===== src/rtl/cpu_pkg.sv =====
`timescale 1ns/1ps
// Shared encodings for the multi-cycle MIPS-subset core: opcodes, funcs, FSM states, ALU ops.
// Latency: n/a (constants and pure combinational helper functions only).
// Backpressure: n/a.
package cpu_pkg;

  // Primary opcodes (instr[31:26])
  localparam logic [5:0] OP_RTYPE = 6'h00;
  localparam logic [5:0] OP_J     = 6'h02;
  localparam logic [5:0] OP_BEQ   = 6'h04;
  localparam logic [5:0] OP_ADDIU = 6'h09;
  localparam logic [5:0] OP_ORI   = 6'h0D;
  localparam logic [5:0] OP_LW    = 6'h23;
  localparam logic [5:0] OP_SW    = 6'h2B;

  // R-type function codes (instr[5:0])
  localparam logic [5:0] FN_ADDU  = 6'h21;
  localparam logic [5:0] FN_SUBU  = 6'h23;
  localparam logic [5:0] FN_OR    = 6'h25;
  localparam logic [5:0] FN_SLT   = 6'h2A;

  typedef enum logic [2:0] {
    ST_START  = 3'd0,
    ST_FETCH  = 3'd1,
    ST_DECODE = 3'd2,
    ST_EXEC   = 3'd3,
    ST_MEM    = 3'd4,
    ST_WB     = 3'd5,
    ST_HALT   = 3'd6
  } state_e;

  typedef enum logic [1:0] {
    ALU_ADD = 2'd0,
    ALU_SUB = 2'd1,
    ALU_OR  = 2'd2,
    ALU_SLT = 2'd3
  } alu_op_e;

  typedef enum logic {
    IMM_SEXT = 1'b0,
    IMM_ZEXT = 1'b1
  } imm_sel_e;

  // True for every encoding the core implements; anything else traps to HALT.
  function automatic logic is_legal(input logic [5:0] op, input logic [5:0] fn);
    logic ok;
    ok = 1'b0;
    case (op)
      OP_RTYPE: ok = (fn == FN_ADDU) || (fn == FN_SUBU) ||
                     (fn == FN_OR)   || (fn == FN_SLT);
      OP_J, OP_BEQ, OP_ADDIU, OP_ORI, OP_LW, OP_SW: ok = 1'b1;
      default:  ok = 1'b0;
    endcase
    return ok;
  endfunction

  function automatic logic [31:0] ext_imm(input logic [15:0] imm, input imm_sel_e sel);
    return (sel == IMM_ZEXT) ? {16'h0000, imm} : {{16{imm[15]}}, imm};
  endfunction

  // Shared ALU; no overflow detection, wraps modulo 2^32.
  function automatic logic [31:0] alu_calc(input alu_op_e op, input logic [31:0] a,
                                           input logic [31:0] b);
    logic [31:0] y;
    case (op)
      ALU_ADD: y = a + b;
      ALU_SUB: y = a - b;
      ALU_OR:  y = a | b;
      ALU_SLT: y = ($signed(a) < $signed(b)) ? 32'd1 : 32'd0;
      default: y = 32'd0;
    endcase
    return y;
  endfunction

endpackage


===== src/rtl/cpu_regfile.sv =====
`timescale 1ns/1ps
// 32x32 register file: two async read ports, one sync write port, $0 hardwired to zero.
// Latency: reads combinational; a write lands at the clock edge ending the write cycle.
// Backpressure: none; the write is accepted whenever i_we is high.
// Ports: clk/clr (async active-low, clears every entry), i_we/i_waddr/i_wdata write port,
//        i_raddr1/2 -> o_rdata1/2 read ports, o_r8/o_r16/o_r17/o_r18 debug taps.
module cpu_regfile (
  input  logic        clk,
  input  logic        clr,
  input  logic        i_we,
  input  logic [4:0]  i_waddr,
  input  logic [31:0] i_wdata,
  input  logic [4:0]  i_raddr1,
  input  logic [4:0]  i_raddr2,
  output logic [31:0] o_rdata1,
  output logic [31:0] o_rdata2,
  output logic [31:0] o_r8,
  output logic [31:0] o_r16,
  output logic [31:0] o_r17,
  output logic [31:0] o_r18
);

  logic [31:0] r_mem [0:31];

  always_ff @(posedge clk or negedge clr) begin
    if (!clr) begin
      for (int i = 0; i < 32; i++) begin
        r_mem[i] <= 32'd0;
      end
    end else if (i_we && (i_waddr != 5'd0)) begin
      r_mem[i_waddr] <= i_wdata;
    end
  end

  // Entry 0 is never written, but the read mux still forces zero so the
  // invariant does not depend on the write guard alone.
  assign o_rdata1 = (i_raddr1 == 5'd0) ? 32'd0 : r_mem[i_raddr1];
  assign o_rdata2 = (i_raddr2 == 5'd0) ? 32'd0 : r_mem[i_raddr2];

  assign o_r8  = r_mem[8];
  assign o_r16 = r_mem[16];
  assign o_r17 = r_mem[17];
  assign o_r18 = r_mem[18];

endmodule


===== src/rtl/multi_cycle_cpu.sv =====
`timescale 1ns/1ps
// Multi-cycle MIPS-subset core sharing one ALU across FETCH/EXEC; traps illegal encodings to HALT.
// Latency: 3 cycles (beq/j), 4 (R-type/addiu/ori/sw), 5 (lw) plus one per memory wait cycle.
// Backpressure: imem/dmem req held with stable addr/we/wdata until ack; req drops the cycle after.
// Ports: clk, clr (async active-low); imem_req/addr/ack/rdata fetch port;
//        dmem_req/we/addr/wdata/ack/rdata data port; halted; r8/r16/r17/r18/pc debug taps.
module multi_cycle_cpu
  import cpu_pkg::*;
#(
  parameter int          AW       = 8,
  parameter logic [31:0] PC_RESET = 32'h0
) (
  input  logic          clk,
  input  logic          clr,
  output logic          imem_req,
  output logic [AW-1:0] imem_addr,
  input  logic          imem_ack,
  input  logic [31:0]   imem_rdata,
  output logic          dmem_req,
  output logic          dmem_we,
  output logic [AW-1:0] dmem_addr,
  output logic [31:0]   dmem_wdata,
  input  logic          dmem_ack,
  input  logic [31:0]   dmem_rdata,
  output logic          halted,
  output logic [31:0]   r8,
  output logic [31:0]   r16,
  output logic [31:0]   r17,
  output logic [31:0]   r18,
  output logic [31:0]   pc
);

  // Architectural / datapath registers
  state_e      r_state;
  logic [31:0] r_pc;
  logic [31:0] r_ir;
  logic [31:0] r_a;
  logic [31:0] r_b;
  logic [31:0] r_alu;
  logic [31:0] r_mdr;

  // Instruction fields
  logic [5:0]  w_op;
  logic [5:0]  w_fn;
  logic [4:0]  w_rs;
  logic [4:0]  w_rt;
  logic [4:0]  w_rd;
  logic [15:0] w_imm;
  logic [25:0] w_adr;

  assign w_op  = r_ir[31:26];
  assign w_rs  = r_ir[25:21];
  assign w_rt  = r_ir[20:16];
  assign w_rd  = r_ir[15:11];
  assign w_fn  = r_ir[5:0];
  assign w_imm = r_ir[15:0];
  assign w_adr = r_ir[25:0];

  // Decode
  imm_sel_e    w_imm_sel;
  logic [31:0] w_imm_ext;
  alu_op_e     w_exec_op;
  logic        w_use_imm;
  logic        w_legal;

  assign w_imm_sel = (w_op == OP_ORI) ? IMM_ZEXT : IMM_SEXT;
  assign w_imm_ext = ext_imm(w_imm, w_imm_sel);
  assign w_use_imm = (w_op != OP_RTYPE);
  assign w_legal   = is_legal(w_op, w_fn);

  always_comb begin
    w_exec_op = ALU_ADD;
    if (w_op == OP_RTYPE) begin
      case (w_fn)
        FN_SUBU: w_exec_op = ALU_SUB;
        FN_OR:   w_exec_op = ALU_OR;
        FN_SLT:  w_exec_op = ALU_SLT;
        default: w_exec_op = ALU_ADD;
      endcase
    end else if (w_op == OP_ORI) begin
      w_exec_op = ALU_OR;
    end
  end

  // Shared ALU operand steering: FETCH uses it for pc+4, EXEC of beq for the
  // branch target (relative to the already-incremented pc), otherwise it
  // computes the instruction result or the lw/sw effective address.
  alu_op_e     w_alu_op;
  logic [31:0] w_alu_a;
  logic [31:0] w_alu_b;
  logic [31:0] w_alu_y;

  always_comb begin
    w_alu_op = ALU_ADD;
    w_alu_a  = r_a;
    w_alu_b  = w_use_imm ? w_imm_ext : r_b;
    if (r_state == ST_FETCH) begin
      w_alu_a = r_pc;
      w_alu_b = 32'd4;
    end else if (w_op == OP_BEQ) begin
      w_alu_a = r_pc;
      w_alu_b = {w_imm_ext[29:0], 2'b00};
    end else begin
      w_alu_op = w_exec_op;
    end
  end

  assign w_alu_y = alu_calc(w_alu_op, w_alu_a, w_alu_b);

  logic        w_br_taken;
  logic [31:0] w_jmp_tgt;

  // The branch compare gets its own comparator because the ALU is busy
  // producing the target in the same cycle.
  assign w_br_taken = (r_a == r_b);
  assign w_jmp_tgt  = {r_pc[31:28], w_adr, 2'b00};

  // Register file
  logic        w_rf_we;
  logic [4:0]  w_rf_waddr;
  logic [31:0] w_rf_wdata;
  logic [31:0] w_rf_rd1;
  logic [31:0] w_rf_rd2;

  assign w_rf_we    = (r_state == ST_WB);
  assign w_rf_waddr = (w_op == OP_RTYPE) ? w_rd : w_rt;
  assign w_rf_wdata = (w_op == OP_LW) ? r_mdr : r_alu;

  cpu_regfile u_regfile (
    .clk      (clk),
    .clr      (clr),
    .i_we     (w_rf_we),
    .i_waddr  (w_rf_waddr),
    .i_wdata  (w_rf_wdata),
    .i_raddr1 (w_rs),
    .i_raddr2 (w_rt),
    .o_rdata1 (w_rf_rd1),
    .o_rdata2 (w_rf_rd2),
    .o_r8     (r8),
    .o_r16    (r16),
    .o_r17    (r17),
    .o_r18    (r18)
  );

  // Control FSM
  always_ff @(posedge clk or negedge clr) begin
    if (!clr) begin
      r_state <= ST_START;
      r_pc    <= PC_RESET;
      r_ir    <= 32'd0;
      r_a     <= 32'd0;
      r_b     <= 32'd0;
      r_alu   <= 32'd0;
      r_mdr   <= 32'd0;
    end else begin
      case (r_state)
        ST_START: r_state <= ST_FETCH;

        ST_FETCH: begin
          if (imem_ack) begin
            r_ir    <= imem_rdata;
            r_pc    <= w_alu_y;
            r_state <= ST_DECODE;
          end
        end

        ST_DECODE: begin
          r_a     <= w_rf_rd1;
          r_b     <= w_rf_rd2;
          r_state <= w_legal ? ST_EXEC : ST_HALT;
        end

        ST_EXEC: begin
          r_alu <= w_alu_y;
          case (w_op)
            OP_BEQ: begin
              if (w_br_taken) begin
                r_pc <= w_alu_y;
              end
              r_state <= ST_FETCH;
            end
            OP_J: begin
              r_pc    <= w_jmp_tgt;
              r_state <= ST_FETCH;
            end
            OP_LW, OP_SW: r_state <= ST_MEM;
            default:      r_state <= ST_WB;
          endcase
        end

        ST_MEM: begin
          if (dmem_ack) begin
            if (w_op == OP_LW) begin
              r_mdr   <= dmem_rdata;
              r_state <= ST_WB;
            end else begin
              r_state <= ST_FETCH;
            end
          end
        end

        ST_WB:   r_state <= ST_FETCH;

        ST_HALT: r_state <= ST_HALT;

        default: r_state <= ST_HALT;
      endcase
    end
  end

  // Memory-side outputs come only from state and latched registers, so an
  // ack can never combinationally feed back into req.
  assign imem_req   = (r_state == ST_FETCH);
  assign imem_addr  = r_pc[AW-1:0];
  assign dmem_req   = (r_state == ST_MEM);
  assign dmem_we    = dmem_req && (w_op == OP_SW);
  assign dmem_addr  = r_alu[AW-1:0];
  assign dmem_wdata = r_b;
  assign halted     = (r_state == ST_HALT);
  assign pc         = r_pc;

endmodule


===== config.mk =====
export PLATFORM = sky130hd
export DESIGN_NAME = multi_cycle_cpu
export DESIGN_NICKNAME = d
export VERILOG_FILES = /design/src/rtl/cpu_pkg.sv /design/src/rtl/cpu_regfile.sv /design/src/rtl/multi_cycle_cpu.sv
export SDC_FILE = /design/constraint.sdc
export NUM_CORES = 2
export LEC_CHECK = 0
export ABC_AREA = 1
export CORE_ASPECT_RATIO = 2
export CORE_MARGIN = 3
export CORE_UTILIZATION = 40
export DETAILED_ROUTE_END_ITERATION = 10
export MAX_ROUTING_LAYER = met4
export PLACE_DENSITY_LB_ADDON = 0.2
export SLEW_MARGIN = 20
export SYNTH_ARGS = -nofsm -noshare
export SYNTH_HDL_FRONTEND = slang
export SYNTH_SLANG_ARGS = --single-unit

===== constraint.sdc =====
create_clock -name clk -period 4.65 [get_ports clk]
set_clock_uncertainty 0.2 [all_clocks]
set_input_delay 0.93 -clock clk [delete_from_list [all_inputs] [get_ports clk]]
set_output_delay 0.93 -clock clk [all_outputs]
set_load 0.03 [all_outputs]

==> key figures <==
Synth
  • Syn Area/Cell: 7.47 µm²
  • Cell taking the most area after synthesis: dfrtp_1
  • Yosys cell types: 51
  • Post-synth EDFFs: 0
  • Post-Syn Instances: 9,455
  • Sequential area share after synthesis: 0.432
  • Largest cells by area after synthesis: dfrtp_1 43%, nand2_1 11%, o21ai_0 9.1%, o21ai_1 6.4%, a21oi_1 4.7%
  • Mapped cell area: 0.0706 mm²
  • Post-synth top area share: 0.432
  • Post-synthesis register bit count: 1,219
  • Ys flop type: dfrtp_1
  • Syn nets: 9,620
  • Synth async-reset ratio: 1.00
  • Yosys warns: 0

Routing
  • Vias per cell: 5.81
  • Vias: 67,698
  • Final WL: 289 mm
  • Starting DRT DRC Count: 7,278
  • Number of remaining DRC errors: 0
  • Drt first pass iters: 9
  • ANT nets after route: 0
  • WL per Instance: 24.8 µm

Setup path
  • Crit path kind: reg -> reg
  • Reg2reg start: r_ir[30]
  • WP data arrival: 4.89 ns
  • Crit end category: flip-flop
  • FF-to-FF path depth: 25
  • Worst path max stage delay: 0.42 ns
  • Flop-to-flop setup slack: 0.21 ns
  • CP top delay family: simple AND/OR/NAND/NOR gates
  • RR Endpoint: pc[14]
  • WP buf/inv: 7
  • CP Depth: 25
  • Worst path most repeated cell: nand2_1
  • Worst Path Max Fanout: 10
  • CP required: 5.11 ns
  • CP max stage cell: dfrtp_1
  • CP Launch Type: flip-flop

STA
  • Setup violators final: 0
  • RSZ-0062 raised after global routing: false
  • Worst hold slack: 0.176 ns
  • Min Tclk post-route: 4.44 ns
  • Fin. Hold Viols: 0
  • Slew margin rel.: 0.208
  • Setup TNS: 0 ns
  • Tcrit/Tclk final: 0.954
  • Final Max Slew Viols: 0
  • Least-Margin Pin Slew: 1.18 ns
  • Setup WS post-layout: 0.213 ns
  • Fmax: 0.225 GHz

Power
  • Power share of the combinational group: 0.585
  • Sw Share: 0.515
  • Power per Cell Area: 819 mW/mm²
  • NetSw: 33.3 mW
  • Flop pwr share: 0.261
  • Clock Power Share: 0.153
  • Int Pwr: 31.5 mW
  • Leakage power: 35.7 nW
  • Worst VDD drop: 0.000666 V
  • Power Total: 64.8 mW

Placed design
  • Gp weighted congestion: 1.04
  • Port-buffer cells: 279
  • Post-DP Area: 0.0752 mm²
  • Hpwl dp: 198 mm
  • Pre-CTS setup slack: 0.156 ns
  • Cells after DPL: 11,433

Clock network
  • Worst-Skew Late Latency: 0.76 ns
  • Root buffer cell: clkbuf_16
  • Clock buffer count from CTS: 117
  • H-tree levels: 3
  • Clk sinks: 1,219
  • Clock Tree Buf Depth: 3
  • CTS tree: built
  • Reg clk slew, reported paths: 0.06 ns

Die
  • Top Ports: 280
  • Die width: 303 µm
  • Core area: 0.175 mm²
  • Initial Util: 0.403
  • Chip Height: 600 µm
  • Die ar.: 0.182 mm²
  • Cell Rows: 217

Global routing
  • Largest net degree at the start of global routing: 150
  • Initial antenna violation count: 2
  • GRT Total Usage: 0.319
  • Global-route wire length before repair: 424 mm
  • Overflow after GRT: 0
  • Vias in the first global route: 65,864

Finish
  • Layout cells sized above 1: 0.0785
  • Design area: 0.0791 mm²
  • Synth-to-layout area growth: 12.1%
  • Fill cell count: 17,568
  • Final nets: 9,419
  • Non-filler instance count after layout: 11,650
  • Fin util: 0.452

Hold path
  • Hold WC Path Type: reg -> reg
  • Hold depth: 0
  • Hold endpoint: u_regfile.r_mem[1007]
  • Worst Hold Launch: u_regfile.r_mem[1007]

Outcome
  • Status: completed

Run
  • MaxCap Viol Count: 0
## worst register-to-register path, stage by stage, from the launching register on
cell and delay (ns):
dfrtp_1 0.42, nor2_4 0.16, nand4_1 0.13, nor2_1 0.15, inv_1 0.08, nand2_1 0.14, inv_2 0.10, buf_4 0.19
or2_2 0.28, o21ai_0 0.11, inv_1 0.10, ha_1 0.34, buf_4 0.17, inv_1 0.11, nand3_1 0.08, nand3_1 0.17
nand2_1 0.08, nand2_1 0.34, nand2_1 0.09, nand2_1 0.19, xor2_1 0.17, nand2_1 0.07, nand2_1 0.16, buf_12 0.14
nand3_1 0.06, a21oi_1 0.15
## layer usage
metal,global-route usage,wire length [µm],vias up
li1,-,-,31056
met1,0.371,111000,32710
met2,0.539,143000,3118
met4,0.167,16700,0
met5,-,0,-
met3,0.0379,18200,814
## cells in the mapped netlist (3+ instances only)
master / instances
a21oi_1: 669
and2_1: 6
and3_1: 3
buf_1: 38
buf_2: 250
buf_4: 153
buf_6: 14
clkbuf_1: 475
dfrtp_1: 1219
ha_1: 95
inv_1: 536
inv_2: 43
mux2_2: 19
mux2i_1: 255
nand2_1: 2001
nand2_2: 4
nand2_4: 6
nand3_1: 119
nand3_2: 3
nand4_1: 53
nor2_1: 745
nor2_2: 4
nor2_4: 8
nor3_1: 16
o211ai_1: 3
o21a_1: 65
o21ai_0: 1289
o21ai_1: 909
o21ai_4: 3
o21bai_1: 15
o22ai_1: 335
or2_0: 3
or2_2: 57
xor2_1: 19
## power by group through the flow
stage / Sequential (mW) / Combinational (mW) / Clock (mW)
3_5_place_dp: 17.0 / 37.3 / 0
2_1_floorplan: 16.0 / 22.1 / 0
3_3_place_gp: 16.9 / 37.0 / 0
5_1_grt: 17.2 / 40.9 / 10.5
4_1_cts: 16.8 / 37.4 / 10.1
6_report: 16.9 / 37.9 / 9.94
## kinds of logic after synthesis
| kind of cell | share of synthesized area |
|---|---|
| mux | 0.0392 |
| fa+ha+maj | 0.0174 |
| compound gates | 0.243 |
| xor+xnor | 0.00248 |
| buf+inv | 0.0945 |
| simple gates | 0.171 |
| flops | 0.432 |
## sequential cells by signal, indices dropped and copies added, names as in the netlist
| register | count |
|---|---|
| dmem_wdata | 32 |
| u_regfile.r_mem | 896 |
| pc | 32 |
| u_regfile.o_r16 | 32 |
| r_state | 3 |
| r_a | 32 |
| r_mdr | 32 |
| r_alu | 32 |
| u_regfile.o_r18 | 32 |
| u_regfile.o_r8 | 32 |
| r_ir | 32 |
| u_regfile.o_r17 | 32 |
## worst max path at each step
stage / start / end / slack (ns)
after floorplan: r_ir[30] / pc[12] / 1.02
after global placement: r_ir[30] / r_alu[29] / 0.15
after detailed placement: r_ir[30] / pc[14] / 0.16
after CTS: r_ir[30] / pc[14] / 0.14
after global routing: r_ir[30] / r_alu[0] / 0.001
final: r_ir[30] / pc[14] / 0.21
## cell type report
cell class                      count  area, µm²  area share
Antenna cell                        2       5.00   0.0000633
Clock buffer                      171       3410      0.0431
Clock inverter                     43        452     0.00571
Inverter                          582       2210      0.0279
Multi-Input combinational cell   6724      33700       0.426
Sequential cell                  1219      30500       0.386
Tap cell                         2299       2880      0.0364
Timing Repair Buffer              610       5940      0.0751
## cell usage in the layout (no fill, tap or decap), drive strengths merged
master         count
a21o               1
a21oi            671
a31oi              1
and2               6
and3               3
buf              331
bufinv             7
clkbuf           171
clkdlybuf4s50    278
clkinv            28
clkinvlp           4
dfrtp           1219
diode              2
dlygate4sd3        1
fa                 2
ha                95
inv              586
mux2              19
mux2i            255
nand2           2011
nand2b             1
nand3            122
nand3b             1
nand4             54
nor2             758
nor3              18
nor4               2
o211ai             3
o21a              65
o21ai           2203
o21bai            15
o22ai            335
o32ai              1
or2               62
xnor2              1
xor2              19
## what timing repair did
action	in CTS	in global routing
endpoints found under the hold margin	34	0
buffers inserted	0	0
endpoints found under the setup margin	0	15
hold buffers	1	0
gates resized for setup	0	8
Power figures use the tool's default switching activity.
